==> src/rtl/game_pkg.sv <==
// Shared types and constants for the LED counting game round sequencer.
package game_pkg;

  typedef enum logic [2:0] {
    IDLE   = 3'd0,
    SHOW   = 3'd1,
    JUDGE  = 3'd2,
    RESULT = 3'd3,
    DONE   = 3'd4
  } state_t;

  // Score trigger lines idle high and pulse low for one cycle
  localparam logic TRIG_IDLE = 1'b1;

  localparam logic [1:0] WIN_NONE = 2'd0;
  localparam logic [1:0] WIN_P1   = 2'd1;
  localparam logic [1:0] WIN_P2   = 2'd2;

  localparam int DEF_NUM_Q     = 11;
  localparam int DEF_WIN_SCORE = 5;

  function automatic int max2(input int a, input int b);
    return (a > b) ? a : b;
  endfunction

endpackage

==> src/rtl/game_round_ctrl_btn_edge_sync.sv <==
// Two-flop synchronizer plus registered rising-edge pulse for one button.
// A level rising at edge N gives a pulse that the consumer sees at edge N+3.
module btn_edge_sync (
  input  logic clk,
  input  logic rst_n,
  input  logic btn,
  output logic rise
);

  logic [1:0] sync;
  logic       prev;

  // Synchronize, remember the last level, and register the 0->1 transition
  always_ff @(posedge clk) begin
    if (!rst_n) begin
      sync <= 2'b00;
      prev <= 1'b0;
      rise <= 1'b0;
    end else begin
      sync <= {sync[0], btn};
      prev <= sync[1];
      rise <= sync[1] & ~prev;
    end
  end

endmodule

==> src/rtl/game_round_ctrl.sv <==
// Round sequencer for the LED counting game: steps the question index,
// arbitrates buzzers, judges answers and emits active-low score pulses.
// Optional macro GAME_ROUND_PENALTY_EN: a wrong answer locks that player out
// for the rest of the question instead of ending it.
module game_round_ctrl
  import game_pkg::*;
#(
  parameter int NUM_Q       = DEF_NUM_Q,
  parameter int TIMEOUT_CYC = 50_000_000,
  parameter int RESULT_CYC  = 25_000_000,
  parameter int WIN_SCORE   = DEF_WIN_SCORE
) (
  input  logic       clk,
  input  logic       rst_n,
  input  logic       start,
  input  logic       buzz_p1,
  input  logic       buzz_p2,
  input  logic [3:0] ans_p1,
  input  logic [3:0] ans_p2,
  input  logic [3:0] bcd_ans,
  output logic [3:0] bcd_state,
  output logic       score_trig_p1,
  output logic       score_trig_p2,
  output logic       question_active,
  output logic       game_over,
  output logic [1:0] winner
);

  localparam int TW_RAW = $clog2(max2(TIMEOUT_CYC, RESULT_CYC));
  localparam int TW     = (TW_RAW < 1) ? 1 : TW_RAW;
  localparam int SW     = $clog2(WIN_SCORE + 1);

  localparam logic [TW-1:0] T_SHOW = TW'(TIMEOUT_CYC - 1);
  localparam logic [TW-1:0] T_RES  = TW'(RESULT_CYC - 1);
  localparam logic [3:0]    LAST_Q = 4'(NUM_Q - 1);
  localparam logic [SW-1:0] WIN    = SW'(WIN_SCORE);

  state_t        state, state_n;
  logic [TW-1:0] timer, timer_n;
  logic [3:0]    bcd_n;
  logic [SW-1:0] score1, score1_n, score2, score2_n;
  logic          who, who_n;      // 0: p1 buzzed, 1: p2 buzzed
  logic [3:0]    ans_q, ans_n;
  logic          tie, tie_n;      // 0: p1 wins next simultaneous buzz
  logic          lock1, lock1_n, lock2, lock2_n;
  logic          trig1, trig2;
  logic          ev_start, ev_b1, ev_b2, b1, b2;

  btn_edge_sync u_sync_start (.clk(clk), .rst_n(rst_n), .btn(start),   .rise(ev_start));
  btn_edge_sync u_sync_p1    (.clk(clk), .rst_n(rst_n), .btn(buzz_p1), .rise(ev_b1));
  btn_edge_sync u_sync_p2    (.clk(clk), .rst_n(rst_n), .btn(buzz_p2), .rise(ev_b2));

  // Locked-out players' buzzes never reach the arbiter
  assign b1 = ev_b1 & ~lock1;
  assign b2 = ev_b2 & ~lock2;

  // State and datapath registers
  always_ff @(posedge clk) begin
    if (!rst_n) begin
      state     <= IDLE;
      timer     <= '0;
      bcd_state <= 4'd0;
      score1    <= '0;
      score2    <= '0;
      who       <= 1'b0;
      ans_q     <= 4'd0;
      tie       <= 1'b0;
      lock1     <= 1'b0;
      lock2     <= 1'b0;
    end else begin
      state     <= state_n;
      timer     <= timer_n;
      bcd_state <= bcd_n;
      score1    <= score1_n;
      score2    <= score2_n;
      who       <= who_n;
      ans_q     <= ans_n;
      tie       <= tie_n;
      lock1     <= lock1_n;
      lock2     <= lock2_n;
    end
  end

  // Next-state, datapath updates and score pulse generation
  always_comb begin
    state_n  = state;
    timer_n  = timer;
    bcd_n    = bcd_state;
    score1_n = score1;
    score2_n = score2;
    who_n    = who;
    ans_n    = ans_q;
    tie_n    = tie;
    lock1_n  = lock1;
    lock2_n  = lock2;
    trig1    = TRIG_IDLE;
    trig2    = TRIG_IDLE;
    case (state)
      IDLE: begin
        bcd_n = 4'd0;
        if (ev_start) begin
          state_n = SHOW;
          timer_n = T_SHOW;
        end
      end
      SHOW: begin
        // A buzz beats a simultaneous timeout; timer freezes while judging
        if (b1 | b2) begin
          state_n = JUDGE;
          if (b1 & b2) begin
            who_n = tie;
            tie_n = ~tie;
          end else begin
            who_n = b2;
          end
          ans_n = who_n ? ans_p2 : ans_p1;
        end else if (timer == '0) begin
          state_n = RESULT;
          timer_n = T_RES;
        end else begin
          timer_n = timer - 1'b1;
        end
      end
      JUDGE: begin
        state_n = RESULT;
        timer_n = T_RES;
        if (ans_q == bcd_ans) begin
          if (who) begin
            trig2 = ~TRIG_IDLE;
            if (score2 != WIN) score2_n = score2 + 1'b1;
          end else begin
            trig1 = ~TRIG_IDLE;
            if (score1 != WIN) score1_n = score1 + 1'b1;
          end
        end
`ifdef GAME_ROUND_PENALTY_EN
        else begin
          // Wrong answer: lock the player out and resume the same question
          if (who) lock2_n = 1'b1;
          else     lock1_n = 1'b1;
          if (!(lock1_n & lock2_n)) begin
            state_n = SHOW;
            timer_n = timer;
          end
        end
`endif
      end
      RESULT: begin
        if (timer == '0) begin
          if (score1 == WIN || score2 == WIN || bcd_state == LAST_Q) begin
            state_n = DONE;
          end else begin
            state_n = SHOW;
            timer_n = T_SHOW;
            bcd_n   = bcd_state + 4'd1;
            lock1_n = 1'b0;
            lock2_n = 1'b0;
          end
        end else begin
          timer_n = timer - 1'b1;
        end
      end
      DONE: begin
        state_n = DONE;
      end
      default: begin
        state_n = IDLE;
      end
    endcase
  end

  // A reset arriving during JUDGE suppresses the pulse immediately
  assign score_trig_p1   = trig1 | ~rst_n;
  assign score_trig_p2   = trig2 | ~rst_n;
  assign question_active = (state == SHOW);
  assign game_over       = (state == DONE);

  // Winner is only meaningful once the game has ended
  always_comb begin
    winner = WIN_NONE;
    if (state == DONE) begin
      if (score1 > score2)      winner = WIN_P1;
      else if (score2 > score1) winner = WIN_P2;
    end
  end

endmodule

==> config.mk <==
export PLATFORM = sky130hd
export DESIGN_NAME = game_round_ctrl
export DESIGN_NICKNAME = d
export VERILOG_FILES = /design/src/rtl/game_pkg.sv /design/src/rtl/game_round_ctrl_btn_edge_sync.sv /design/src/rtl/game_round_ctrl.sv
export SDC_FILE = /design/constraint.sdc
export NUM_CORES = 1
export LEC_CHECK = 0
export ABC_AREA = 1
export CORE_MARGIN = 4
export CORE_UTILIZATION = 55
export CTS_CLUSTER_DIAMETER = 200
export DETAILED_ROUTE_END_ITERATION = 10
export HOLD_SLACK_MARGIN = 0.15
export PLACE_DENSITY = 0.73
export SLEW_MARGIN = 5
export SYNTH_ARGS = -nofsm -noshare
export SYNTH_HDL_FRONTEND = slang
export SYNTH_SLANG_ARGS = --single-unit
==> constraint.sdc <==
create_clock -name clk -period 1.9 [get_ports clk]
set_clock_uncertainty 0.05 [all_clocks]
set_input_delay 0.38 -clock clk [delete_from_list [all_inputs] [get_ports clk]]
set_output_delay 0.38 -clock clk [all_outputs]
set_load 0.02 [all_outputs]
==> results of run 1 <==
-- synth_stat cells, drive strengths merged --
cell type / number
nor4: 2
or2: 1
nand3b: 3
clkinv: 1
nand3: 34
xnor2: 4
nand2: 117
nor3b: 1
nor2: 72
nand4: 12
a31oi: 3
buf: 8
clkbuf: 3
ha: 11
o21ai: 33
o21bai: 1
xor2: 4
dfxtp: 57
nor3: 16
inv: 61
a21oi: 38
-- per-stage QoR --
| step | utilization, % | cells | power, W |
|---|---|---|---|
| 6_report | 75.1 | 625 | 0.00648 |
| 5_1_grt | 75.1 | 625 | 0.00698 |
| 4_1_cts | 73.8 | 622 | 0.00635 |
| 3_5_place_dp | 68.6 | 604 | 0.00503 |
| 3_3_place_gp | 68.6 | 604 | 0.00492 |
| 2_1_floorplan | - | 482 | 0.00408 |
-- final timing paths --
kind | endpoint | slack (ns) | cells after the start | from
max reg2reg | timer[9]$_SDFFE_PN0P_ | -0.04 | 12 | score2[0]$_SDFFE_PN0P_
max | winner[1] | -0.09 | 7 | score1[2]$_SDFFE_PN0P_
min reg2reg | u_sync_p1.rise$_SDFF_PN0_ | 0.34 | 1 | u_sync_p1.prev$_SDFF_PN0_
min | u_sync_p1.rise$_SDFF_PN0_ | 0.34 | 1 | u_sync_p1.prev$_SDFF_PN0_
-- layout make-up --
type	count	share of cell area, %
Clock inverter	7	2.42
Timing Repair Buffer	66	13.8
Tap cell	72	2.13
Multi-Input combinational cell	352	46.0
Clock buffer	9	2.92
Sequential cell	57	27.1
Inverter	62	5.61
-- metal layers --
metal  track usage, %  routed length (um)  vias up
met5                0                   0        -
met2             43.1                4190       91
met3             3.59                 292       24
met1             27.6                3720     1543
met4             12.5                 278        0
li1                 -                   -     1698
-- state kept, by name (all words and copies together), names as in the netlist, 2 cells and up --
signal / cells
ans_q: 4
bcd_state: 4
score1: 3
score2: 3
state: 3
timer: 26
u_sync_p1.sync: 2
u_sync_p2.sync: 2
u_sync_start.sync: 2
-- cells by family (layout without fill, tap and decap cells) --
| logic type | count (synthesis) | in the layout | share of synthesized area (%) |
|---|---|---|---|
| adders and majority gates | 11 | 11 | 4.19 |
| and+or+nand+nor | 258 | 258 | 37.9 |
| buffers and inverters | 73 | 144 | 9.32 |
| xor gates and xnor gates | 8 | 8 | 2.13 |
| DFF | 57 | 57 | 34.7 |
| AOI/OAI and AO/OA | 75 | 75 | 11.7 |
-- power by group --
part           internal (W)  switching [W]  total [W]
Clock              0.000751       0.000547    0.00130
Combinational       0.00132        0.00209    0.00340
Sequential          0.00146       0.000319    0.00178
Total               0.00353        0.00295    0.00648
-- repair_timing --
item | 4_1_cts | 5_1_grt
pin swaps | 9 | 10
gates resized for setup | 47 | 24
setup buffers | 2 | 3
hold endpoints to repair | 0 | 0
setup endpoints to repair | 25 | 37
gates cloned | 0 | 0
==> metrics.md, run 1 <==
| Metric | Value |
|---|---|
| Status | finished, violations left |
| Failing checks | setup timing |
| Worst min-delay path category | reg -> reg |
| Number of buffers added on ports | 26 |
| Fin crit share | 105% |
| Most common cell after layout, fill and taps aside | nand2_1 |
| TritonCTS clock tree | built |
| Leakage | 1.93 nW |
| Post-layout worst setup margin | -0.0888 ns |
| Final Setup Violations | 6 |
| Fill cell count | 439 |
| Post-placement cell area | 0.00387 mm^2 |
| DR vias/cell | 5.37 |
| Final hold vios | 0 |
| WP data arrival | 1.56 ns |
| Post-Syn Area | 0.00329 mm^2 |
| Pwr dens | 1530 mW/mm^2 |
| Register area | 0.00115 mm^2 |
| Critical path's largest stage delay | 0.34 ns |
| Yosys Warn Count | 0 |
| Fin Hold WS | 0.338 ns |
| Antenna-violating nets left | 0 |
| Drt total wl | 8.48 mm |
| Gr ovfl total | 0 |
| Rel. slew slack | 63.2% |
| Tot GR Track Use | 24.1% |
| Pre-CTS setup slack | -0.638 ns |
| Transition time of the tightest slew-check pin | 0.552 ns |
| First-pass GRT wire length | 14.2 mm |
| Die area | 0.00728 mm^2 |
| Antenna diodes | 0 |
| Via count | 3356 |
| HPWL after detailed placement | 5.93 mm |
| Final TNS setup | -0.287 ns |
| Share of layout cells above drive strength 1 | 22.8% |
| Largest net degree at the start of global routing | 35 |
| Final GP Congestion | 0.870 |
| Final instance area | 0.00424 mm^2 |
| Initial antenna violation count | 0 |
| Die width | 85.3 um |
| TritonRoute pass-1 iters | 4 |
| Startpoint Class | flip-flop |
| Worst Path Buf+Inv | 2 |
| CTS root buffer | clkbuf_8 |
| Number of max-cap violations | 0 |
| Mean post-synth cell area | 6.82 um^2 |
| Clock Latency Late Sink | 0.35 ns |
| CP max-delay cell | dfxtp_2 |
| Delay-heaviest family, CP | flip-flops |
| First DRT Iteration DRCs | 240 |
| P&R area growth vs syn | 28.9% |
| Top-area cell type share of the netlist area | 34.7% |
| Worst endpoint required time | 1.47 ns |
| FP Rows | 27 |
| Hold Buf Count CTS | 0 |
| Max-slew violations | 0 |
| I/O pin count | 27 |
| Sequential share of the synthesized area | 34.7% |
| Unrepaired setup endpoints after global routing | yes |
| Clk sinks | 57 |
| Area of the multi-input gates | 0.00195 mm^2 |
| Leading area contributor after synthesis | dfxtp_1 |
| Clk pin slew, worst setup/hold paths | 0.07 ns |
| Number of global-route vias before repair | 3264 |
| Die Span Y | 85.3 um |
| Commonest non-fill, non-tap cells in the layout | nand2_1 (103), inv_1 (55), nor2_1 (54) |
| CP Max Fanout | 3 |
| CP Class | reg -> out |
| Core area | 0.00564 mm^2 |
| Crit-path cells | inv_2 -> ha_4 -> nand2_2 -> o21ai_2 -> nand2_1 -> a31oi_1 -> buf_2 |
| Initial cell density of the core | 58.3% |
| Synth area leaders | dfxtp_1 (35%), nand2_1 (12%), inv_1 (6.7%) |
| Cell count after synthesis | 482 |
| Cell variety after synth | 36 |
| Yosys reg bits | 57 |
| Max Root-Sink Buffers | 2 |
| Worst IR drop on VDD | 0.788 mV |
| FMAX | 503 MHz |
| Post-route DRC | 0 |
| Nets | 576 |
| CTS Buf Count | 9 |
| Syn_nets | 510 |
| Max H-tree Level | 3 |
| Wire per inst | 13.6 um |
| Critical Path Sink Type | output pin |
| Post-layout min period | 1.99 ns |
Power figures use the tool's default switching activity.
==> inputs of run 2 (changes only) <==
--- a/config.mk
+++ b/config.mk
@@ -10,7 +10,6 @@
 export CORE_UTILIZATION = 55
 export CTS_CLUSTER_DIAMETER = 200
 export DETAILED_ROUTE_END_ITERATION = 10
-export HOLD_SLACK_MARGIN = 0.15
 export PLACE_DENSITY = 0.73
 export SLEW_MARGIN = 5
 export SYNTH_ARGS = -nofsm -noshare
==> results of run 2 <==
The final DEF is identical to that of run 1; final timing and power are the same.
